<file path="src/rtl/shadow_return_stack_pkg.sv">
// Shared types for the shadow return-address stack and its branch-unit producer.
// riscv holds the address width; ariane_pkg holds the stack defaults, FSM states and event bundle.
package riscv;
  localparam int unsigned VLEN = 32;
endpackage

package ariane_pkg;
  localparam int unsigned SRS_DEPTH = 16;

  typedef enum logic {SRS_IDLE, SRS_PENDING} srs_state_e;

  typedef struct packed {
    logic                   valid;
    logic                   is_call;
    logic                   is_return;
    logic [riscv::VLEN-1:0] link_addr;
    logic [riscv::VLEN-1:0] target;
  } srs_event_t;
endpackage

</file>
<file path="src/rtl/srs_lifo.sv">
// Circular LIFO storage: when full, a push overwrites the oldest entry; popping an empty stack sets underflow.
// Simultaneous push+pop writes the slot freed by the pop, so depth and top pointer stay put.
module srs_lifo #(
  parameter int unsigned DEPTH = 16,
  parameter int unsigned W     = 32,
  localparam int unsigned PTR_W = $clog2(DEPTH)
) (
  input  logic           clk,
  input  logic           rst_n,
  input  logic           clear,
  input  logic           push,
  input  logic           pop,
  input  logic [W-1:0]   wdata,
  output logic [W-1:0]   rdata,
  output logic [PTR_W:0] depth,
  output logic           empty,
  output logic           overflow,
  output logic           underflow
);
  logic [W-1:0]     mem [DEPTH];
  logic [PTR_W-1:0] top_q;
  logic [PTR_W-1:0] top_m1;
  logic [PTR_W:0]   depth_q;
  logic             full;
  logic             do_pop;

  assign top_m1 = top_q - PTR_W'(1);
  assign empty  = (depth_q == '0);
  assign full   = (depth_q == (PTR_W+1)'(DEPTH));
  assign do_pop = pop & ~empty;
  assign rdata  = mem[top_m1];
  assign depth  = depth_q;

  always_ff @(posedge clk or negedge rst_n) begin
    if (!rst_n) begin
      top_q     <= '0;
      depth_q   <= '0;
      overflow  <= 1'b0;
      underflow <= 1'b0;
    end else if (clear) begin
      top_q   <= '0;
      depth_q <= '0;
    end else begin
      if (pop && empty) underflow <= 1'b1;
      if (push && !do_pop && full) overflow <= 1'b1;
      case ({push, do_pop})
        2'b10: begin
          top_q <= top_q + PTR_W'(1);
          if (!full) depth_q <= depth_q + (PTR_W+1)'(1);
        end
        2'b01: begin
          top_q   <= top_m1;
          depth_q <= depth_q - (PTR_W+1)'(1);
        end
        default: ;
      endcase
    end
  end

  // Data array carries no reset; occupancy alone defines which slots are valid.
  always_ff @(posedge clk) begin
    if (push && !clear) mem[do_pop ? top_m1 : top_q] <= wdata;
  end
endmodule

</file>
<file path="src/rtl/shadow_return_stack.sv">
// Shadow return stack: link calls push, returns pop and compare bits [VLEN-1:1] against the resolved target.
// Mismatches raise a held halt request, count saturating violations and drive the sticky LEDs.
module shadow_return_stack
  import ariane_pkg::*;
#(
  parameter int unsigned DEPTH = SRS_DEPTH,
  parameter int unsigned CNT_W = 8,
  localparam int unsigned DW   = $clog2(DEPTH) + 1
) (
  input  logic                   clk_i,
  input  logic                   rst_ni,
  input  logic                   valid_i,
  input  logic                   is_call_i,
  input  logic                   is_return_i,
  input  logic [riscv::VLEN-1:0] link_addr_i,
  input  logic [riscv::VLEN-1:0] target_i,
  input  logic                   check_en_i,
  input  logic                   clear_i,
  input  logic                   halt_ack_i,
  output logic                   halt_req_o,
  output logic [riscv::VLEN-1:0] bad_target_o,
  output logic [CNT_W-1:0]       viol_cnt_o,
  output logic [DW-1:0]          depth_o,
  output logic [2:0]             led_o
);
  localparam int unsigned VLEN = riscv::VLEN;

  srs_event_t       ev;
  logic             accept;
  logic             push;
  logic             pop;
  logic [VLEN-1:0]  top_data;
  logic             stk_empty;
  logic             overflow;
  logic             underflow;
  logic             mismatch;

  srs_state_e       state_q, state_d;
  logic             retry_q, retry_d;
  logic [VLEN-1:0]  retry_tgt_q;
  logic             capture;
  logic [VLEN-1:0]  capture_tgt;
  logic [VLEN-1:0]  bad_target_q;
  logic [CNT_W-1:0] cnt_q;

  assign ev = '{valid: valid_i, is_call: is_call_i, is_return: is_return_i,
                link_addr: link_addr_i, target: target_i};

  assign accept = ev.valid & check_en_i & ~clear_i;
  assign push   = accept & ev.is_call;
  assign pop    = accept & ev.is_return;

  srs_lifo #(.DEPTH(DEPTH), .W(VLEN)) u_lifo (
    .clk       (clk_i),
    .rst_n     (rst_ni),
    .clear     (clear_i),
    .push      (push),
    .pop       (pop),
    .wdata     (ev.link_addr),
    .rdata     (top_data),
    .depth     (depth_o),
    .empty     (stk_empty),
    .overflow  (overflow),
    .underflow (underflow)
  );

  // Bit 0 of a JALR target is architecturally cleared, so it never counts as a mismatch.
  assign mismatch = pop & ~stk_empty & (|((top_data ^ ev.target) & ~VLEN'(1)));

  always_comb begin
    state_d     = state_q;
    retry_d     = retry_q;
    capture     = 1'b0;
    capture_tgt = ev.target;
    case (state_q)
      SRS_IDLE: begin
        if (retry_q) begin
          state_d     = SRS_PENDING;
          capture     = 1'b1;
          capture_tgt = retry_tgt_q;
          retry_d     = 1'b0;
        end else if (mismatch) begin
          state_d = SRS_PENDING;
          capture = 1'b1;
        end
      end
      SRS_PENDING: begin
        if (halt_ack_i) begin
          state_d = SRS_IDLE;
          if (mismatch) retry_d = 1'b1;
        end
      end
      default: state_d = SRS_IDLE;
    endcase
  end

  always_ff @(posedge clk_i or negedge rst_ni) begin
    if (!rst_ni) begin
      state_q      <= SRS_IDLE;
      retry_q      <= 1'b0;
      retry_tgt_q  <= '0;
      bad_target_q <= '0;
      cnt_q        <= '0;
    end else begin
      state_q <= state_d;
      retry_q <= retry_d;
      if (retry_d && !retry_q) retry_tgt_q <= ev.target;
      if (capture) bad_target_q <= capture_tgt;
      if (mismatch && (cnt_q != '1)) cnt_q <= cnt_q + CNT_W'(1);
    end
  end

  assign halt_req_o   = (state_q == SRS_PENDING);
  assign bad_target_o = bad_target_q;
  assign viol_cnt_o   = cnt_q;
  assign led_o        = {underflow, overflow, halt_req_o};
endmodule

</file>
<file path="config.mk">
export PLATFORM = sky130hd
export DESIGN_NAME = shadow_return_stack
export DESIGN_NICKNAME = d
export VERILOG_FILES = /design/src/rtl/shadow_return_stack_pkg.sv /design/src/rtl/srs_lifo.sv /design/src/rtl/shadow_return_stack.sv
export SDC_FILE = /design/constraint.sdc
export NUM_CORES = 1
export LEC_CHECK = 0
export BUFFER_PORTS_ARGS = -buffer_cell sky130_fd_sc_hd__buf_4
export CORE_UTILIZATION = 55
export DETAILED_ROUTE_END_ITERATION = 12
export HOLD_SLACK_MARGIN = 0.12
export PLACE_DENSITY_LB_ADDON = 0.2
export REMOVE_ABC_BUFFERS = 1
export SETUP_SLACK_MARGIN = 0.02
export SYNTH_ARGS = -nofsm -noshare
export SYNTH_HDL_FRONTEND = slang
export SYNTH_SLANG_ARGS = --single-unit
</file>
<file path="constraint.sdc">
create_clock -name clk_i -period 6.8 [get_ports clk_i]
set_clock_uncertainty 0.15 [all_clocks]
set_input_delay 0 -clock clk_i [delete_from_list [all_inputs] [get_ports clk_i]]
set_output_delay 0 -clock clk_i [all_outputs]
set_load 0.01 [all_outputs]
</file>
==> results of run 1 <==
==> power breakdown <==
| group | switching, mW | total, mW | internal, mW |
|---|---|---|---|
| logic | 0.679 | 1.38 | 0.705 |
| clock network | 1.28 | 2.86 | 1.59 |
| registers | 0.110 | 4.15 | 4.04 |
| total | 2.07 | 8.40 | 6.34 |
==> flip-flops by register name, summed over array words and instances, names as in the netlist <==
register,flops
viol_cnt_o,8
halt_req_o,1
retry_tgt_q,32
bad_target_o,32
u_lifo.top_q,4
u_lifo.depth,5
u_lifo.underflow,1
u_lifo.overflow,1
u_lifo.mem,496
retry_q,1
==> what timing repair did <==
action                    in CTS  in global routing
setup buffers                  0                  0
hold endpoints to repair     665                  0
hold buffers                 139                  0
==> through the flow <==
step	instances	hold slack, ns
3_3_place_gp	1951	-0.213
6_report	2189	0.115
5_1_grt	2189	0.129
4_1_cts	2189	0.122
2_1_floorplan	1211	-0.446
3_5_place_dp	1951	-0.208
==> layout make-up <==
cell class,instances,area (um2),area share
clock buffers,69,1490,0.0524
clock inverters,30,183,0.00641
inverters,7,26.3,0.000922
flip-flops and latches,581,17000,0.597
repair buffers,302,2640,0.0926
well taps,577,722,0.0253
multi-input cells,623,6410,0.225
==> metal layers <==
layer  vias to the layer above  share of wire
met2                       508           0.47
li1                       5694              -
met5                         -              0
met4                         0          0.017
met3                        69          0.072
met1                      6689           0.44
==> worst paths after layout <==
path | start | cells after the start | slack, ns | to
min in group asynchronous | rst_ni | 4 | 0.31 | retry_tgt_q[17]
setup / recovery | u_lifo.top_q[1] | 13 | 1.15 | bad_target_o[28]
hold reg to reg | u_lifo.underflow | 1 | 0.31 | u_lifo.underflow
setup reg to reg | u_lifo.top_q[1] | 13 | 1.15 | bad_target_o[28]
hold / removal | link_addr_i[17] | 2 | 0.11 | u_lifo.mem[3][17]
max in group asynchronous | rst_ni | 4 | 5.25 | u_lifo.top_q[0]
==> placed cells by master, fill, tap and decap left out, drive strengths merged, types with 20 or more instances in the layout <==
| cell type | netlist | routed |
|---|---|---|
| edfxtp | 496 | 496 |
| buf | 43 | 164 |
| dlygate4sd3 | 0 | 138 |
| mux2i | 129 | 129 |
| mux2 | 101 | 101 |
| dfrtp | 85 | 85 |
| mux4 | 70 | 70 |
| clkbuf | 20 | 69 |
| o22ai | 46 | 46 |
| nand2 | 45 | 45 |
| nor2 | 32 | 32 |
| xnor2 | 27 | 27 |
| clkinv | 1 | 27 |
| nand3 | 21 | 21 |
| xor2 | 20 | 20 |
==> logic make-up (layout without fill, tap and decap cells) <==
kind of cell	count (synthesis)	in the layout	synth area share
compound gates	109	109	0.0318
xor+xnor	47	47	0.0179
buf+inv	70	408	0.0209
flops	581	581	0.716
fa+ha+maj	7	7	0.00400
simple gates	160	160	0.0334
mux	300	300	0.176
==> key figures, run 1 <==
Floorplanning
  • Core Area: 42,300 um2
  • Die Wd: 210 um
  • I/O pin cnt: 121
  • Die Height: 210 um
  • Starting Density: 0.562
  • Die Footprint: 44,100 um2
  • # rows: 75

Place
  • Dpl ws: 1.22 ns
  • Global placement routability congestion: 0.807
  • IO buf count: 119
  • Detailed Place HPWL: 29,100 um
  • Placed inst area: 25,400 um2

Drt
  • Total routed wirelength: 54,300 um
  • # DRC: 0
  • DRT iter0 DRCs: 1,388
  • Final ANT Viol Nets: 0
  • Via density: 5.92
  • Drt wl/cell: 24.8 um
  • Vias post-DR: 13.0k
  • DR pass1 iterations: 5

Logic synthesis
  • Top cells by count, synth: 496 x edfxtp_1, 128 x mux2i_1, 85 x dfrtp_1
  • Top-count cell post-synth: edfxtp_1
  • Mapped Cells: 1,274
  • Share of the synthesized area in the top cell type: 0.627
  • Unique masters post-synth: 70
  • Yosys warnings: 0
  • Post-synthesis sequential area ratio: 0.716
  • Post-synthesis async set-or-reset flop share: 0.146
  • EDFF count, synth: 496
  • Syn Std Cell Area: 23,800 um2
  • Cell taking the most area after synthesis: edfxtp_1
  • Mean post-synth cell area: 18.7 um2
  • Top FF cell, synth: edfxtp_1
  • Largest cells by area after synthesis: edfxtp_1 63%, dfrtp_1 8.9%, mux2i_1 5.4%, mux4_2 5.3%, mux2_2 1.9%
  • Post-synthesis register bit count: 581

Pwr
  • Power Dens Cells: 295 nW/um2
  • VDD IR-drop max: 181 uV
  • Power, Total: 8.40 mW
  • LEAKAGE: 10.6 nW

Layout
  • Ratio of cells with drive above 1 in the final layout: 0.249
  • Layout net count: 1,651
  • Post-route cell area: 28,500 um2
  • Fillers: 2,836
  • Util after Layout: 0.673
  • Layout area overhead: 19.9%
  • Antenna cells: 0

Global routing
  • GR Overflow Total: 0
  • GR met3 Demand/Resource: 0.0450
  • GR peak layer: met2
  • Met2 Use GR: 0.398
  • Vias in the first global route: 12.8k
  • First-pass GRT wire length: 80,400 um
  • Met1 track demand over resource: 0.369
  • Largest net degree at the start of global routing: 84
  • Initial antenna violation count: 0
  • All-Layer GR Usage: 0.251

Clocking
  • Root buf cell: clkbuf_16
  • Total CTS buffers: 57
  • CTS tree: done
  • # H-tree levels: 2
  • Clock transition at path regs: 0.06 ns
  • Clock Path Buffers: 3
  • PostCTS Resize Cnt: 0
  • Clock Latency Late Sink: 0.61 ns
  • Num Clock Sinks: 581

Worst setup path
  • Slowest CP cell: buf_4
  • Worst Setup End Kind: register
  • Startpoint types: register
  • CP delay by family, top: buffers and inverters
  • Crit path DAT: 5.98 ns
  • CP max stage delay: 0.70 ns
  • Crit-path cells: inv_1 -> ha_4 -> buf_4 -> mux4_2 -> mux2i_1 -> mux2i_1 -> xor2_1 -> nor4_1 -> nand4_1 -> or4_4 -> o31ai_4 -> buf_4 -> mux2_1
  • Critical path peak fanout: 54
  • CP Data Required Time: 7.12 ns
  • CP Class: register to register
  • CP Buf/Inv Count: 3

Flow run
  • Max-cap violations: 0

Timing
  • Period minus WS final: 5.65 ns
  • Final hold violations: 0
  • Fmax: 177 MHz
  • RSZ-0062 raised after global routing: no
  • Worst-Margin Slew: 1.29 ns
  • Crit share post-route: 0.831
  • Setup-failing EPs final: 0
  • Setup ws final: 1.15 ns
  • Setup TNS Final: 0 ns
  • Pins Over Slew Limit: 0
  • Rel. slew slack: 0.131

Outcome
  • Status: finished clean

Min path
  • Hold WC Path Type: input pin to register
Power figures use the tool's default switching activity.
==> run 2, diff against run 1 <==
==> constraint.sdc (replaced) <==
create_clock -name clk_i -period 5.7 [get_ports clk_i]
set_clock_uncertainty 0.15 [all_clocks]
set_input_delay 0 -clock clk_i [delete_from_list [all_inputs] [get_ports clk_i]]
set_output_delay 0 -clock clk_i [all_outputs]
set_load 0.01 [all_outputs]
==> run 2 against run 1 <==
  * First-iteration DRC count up 2.4%
  * Final cell count up 1.0%
  * Die area unchanged
  * Via count up 0.87%
  * Hold slack better by 0.028 ns
  * Sequential share of layout area down 0.86 points
  * Core utilization up 0.99 points
  * Clock power up 31%
  * Global-route usage up 0.45 points
  * Register-to-register slack worse by 0.62 ns
  * Critical path depth up 2
  * Critical endpoint is now halt_req_o
==> key figures, run 2 (synthesized netlist as in run 1, its figures left out) <==
Timing
  • Worst-Margin Slew: 1.20 ns (-0.0912 ns)
  • Crit share post-route: 0.908 (+0.0768)
  • Pins Over Slew Limit: 0 (unchanged)
  • Period minus WS final: 5.18 ns (-0.477 ns)
  • Fmax: 193 MHz (+9.2%)
  • Rel. slew slack: 0.192 (+0.0614)
  • RSZ-0062 raised after global routing: no
  • Setup-failing EPs final: 0 (unchanged)
  • Final hold violations: 0 (unchanged)
  • Setup ws final: 0.523 ns (-0.623 ns)

Global routing
  • GR Overflow Total: 0 (unchanged)
  • First-pass GRT wire length: 81,900 um (+1.8%)
  • All-Layer GR Usage: 0.256 (+0.00449)
  • Initial antenna violation count: 0 (unchanged)
  • Largest net degree at the start of global routing: 70 (-17%)
  • Vias in the first global route: 13.3k (+4.0%)

Drt
  • Drt wl/cell: 25.0 um (+0.63%)
  • Final ANT Viol Nets: 0 (unchanged)
  • # DRC: 0 (unchanged)
  • DRT iter0 DRCs: 1,421 (+2.4%)
  • DR pass1 iterations: 6 (+1)
  • Total routed wirelength: 55,200 um (+1.6%)
  • Via density: 5.91 (-0.13%)
  • Vias post-DR: 13.1k (+0.87%)

Layout
  • Layout net count: 1,666 (+0.91%)
  • Largest register FFs: 496 (unchanged)
  • Area of the multi-input gates: 6410 um2 (unchanged)
  • FF+latch area: 17,000 um2 (unchanged)
  • Ratio of cells with drive above 1 in the final layout: 0.256 (+0.00705)
  • Commonest cells after routing, fill and taps aside: 496 x edfxtp_1, 165 x buf_4, 143 x dlygate4sd3_1
  • Biggest register: u_lifo.mem
  • Post-route cell area: 28,900 um2 (+1.5%)
  • Fillers: 2,746 (-3.2%)
  • Antenna cells: 0 (unchanged)
  • Util after Layout: 0.683 (+0.00987)
  • Layout area overhead: 21.6%
  • Most common cell after layout, fill and taps aside: edfxtp_1
  • Non-filler cells, final: 2,211 (+1.0%)

Floorplanning
  • I/O pin cnt: 121 (unchanged)
  • Die Wd: 210 um (unchanged)
  • # rows: 75 (unchanged)
  • Die Height: 210 um (unchanged)
  • Starting Density: 0.562 (unchanged)
  • Die Footprint: 44,100 um2 (unchanged)
  • Core Area: 42,300 um2 (unchanged)

Worst setup path
  • Crit-path cells: inv_2 -> ha_4 -> xor2_4 -> buf_4 -> mux2i_1 -> o22ai_1 -> nor4_1 -> buf_4 -> xnor2_1 -> a2111oi_2 -> nand4_2 -> buf_4 -> o21ai_0 -> a22oi_1 -> dlygate4sd3_1
  • Crit path depth: 15 (+2)
  • Capturing point of the worst reg2reg path: halt_req_o
  • Worst Setup End Kind: register
  • CP max stage delay: 0.70 ns (about the same)
  • Worst R2R Path Depth: 15 (+2)
  • R2R Setup Slk: 0.52 ns (-0.62 ns)
  • CP Data Required Time: 6.02 ns (-1.10 ns)
  • Critical path peak fanout: 52 (-3.7%)
  • Origin of the worst setup path: u_lifo.top_q[0]
  • Crit path DAT: 5.50 ns (-0.48 ns)
  • Startpoint types: register
  • CP Buf/Inv Count: 5 (+2)
  • FF-to-FF Start: u_lifo.top_q[0]
  • Critical path capture point: halt_req_o
  • CP delay by family, top: buffers and inverters
  • CP most frequent cell: buf_4
  • Slowest CP cell: buf_4
  • CP Class: register to register

Clocking
  • CTS tree: done
  • Clock transition at path regs: 0.06 ns (about the same)
  • Post-CTS setup buffer count: 0 (unchanged)
  • Clock Latency Late Sink: 0.61 ns (about the same)
  • # H-tree levels: 2 (unchanged)
  • Num Clock Sinks: 581 (unchanged)
  • Clock Path Buffers: 3 (unchanged)
  • Total CTS buffers: 57 (unchanged)
  • Root buf cell: clkbuf_16

Place
  • Dpl ws: 0.594 ns (-0.626 ns)
  • Placed inst area: 25,600 um2 (+0.64%)
  • Placed cells: 1,961 (+0.51%)
  • Global placement routability congestion: 0.825 (+2.3%)
  • IO buf count: 119 (unchanged)
  • Detailed Place HPWL: 31,200 um (+7.1%)

Pwr
  • Combinational share of power: 0.162 (-0.003)
  • VDD IR-drop max: 322 uV (+78%)
  • Power, Total: 10.4 mW (+24%)
  • Sw Ratio: 0.242 (-0.00389)
  • LEAKAGE: 10.8 nW (+1.9%)
  • Cell-internal power: 7.89 mW (+25%)
  • Psw: 2.52 mW (+22%)
  • Clock network fraction of design power: 0.361 (+0.020)
  • Power Dens Cells: 360 nW/um2 (+22%)
  • Sequential share of power: 0.477 (-0.017)

Min path
  • Hold WC Path Type: input pin to register

Outcome
  • Status: finished clean

Flow run
  • Max-cap violations: 0 (unchanged)
## run 2: cell types whose count changed in the layout (fill, tap and decap cells not counted)
cell           change
clkbuf_1           +3
buf_12             +7
bufinv_16          +6
clkinvlp_4         -2
clkinv_4           +2
clkinv_1           -3
clkinv_2           -1
buf_4              +3
dlygate4sd3_1      +5
clkbuf_8           +2
## run 2: power by group through the flow
stage	clock (mW)	combinational, mW	sequential (mW)
6_report	3.76	1.68	4.97
5_1_grt	3.97	1.80	4.99
4_1_cts	3.81	1.69	4.96
3_5_place_dp	0	1.60	5.04
3_3_place_gp	0	1.57	5.03
2_1_floorplan	0	0.978	5.09
## run 2: worst min-delay path by stage
stage                               start                  to  slack, ns  depth (start not counted)
final                     link_addr_i[20]   u_lifo.mem[6][20]       0.14                          2
after global routing      link_addr_i[20]   u_lifo.mem[6][20]       0.14                          2
after CTS                 link_addr_i[23]  u_lifo.mem[11][23]       0.12                          2
after detailed placement           rst_ni     retry_tgt_q[10]      -0.21                          1
after global placement             rst_ni     retry_tgt_q[10]      -0.22                          1
after floorplan                    rst_ni     bad_target_o[0]      -0.45                          0
## run 2: metrics by stage
stage                     TNS (ns)  hold slack, ns
after floorplan           -1025.75          -0.446
after global placement           0          -0.220
after detailed placement         0          -0.211
after CTS                        0           0.121
after global routing             0           0.140
final                            0           0.143
## run 2: repair_timing
action                    in CTS  in global routing
hold endpoints to repair     668                  0
gates resized for setup        0                  0
hold buffers                 144                  0
## run 2: per-layer routing
layer | GRT usage | part of all wire | up-vias
met1 | 0.367 | 0.43 | 6703
met2 | 0.404 | 0.47 | 543
met5 | 0 | 0 | -
met3 | 0.0504 | 0.071 | 92
met4 | 0.0687 | 0.022 | 0
li1 | - | - | 5735
## run 2: cell type report
type	count	share of cell area
inverter	7	0.000909
multi-input combinational	623	0.222
timing repair buffer	317	0.0986
clock buffer	74	0.0530
tap	577	0.0250
sequential	581	0.589
clock inverter	32	0.0121
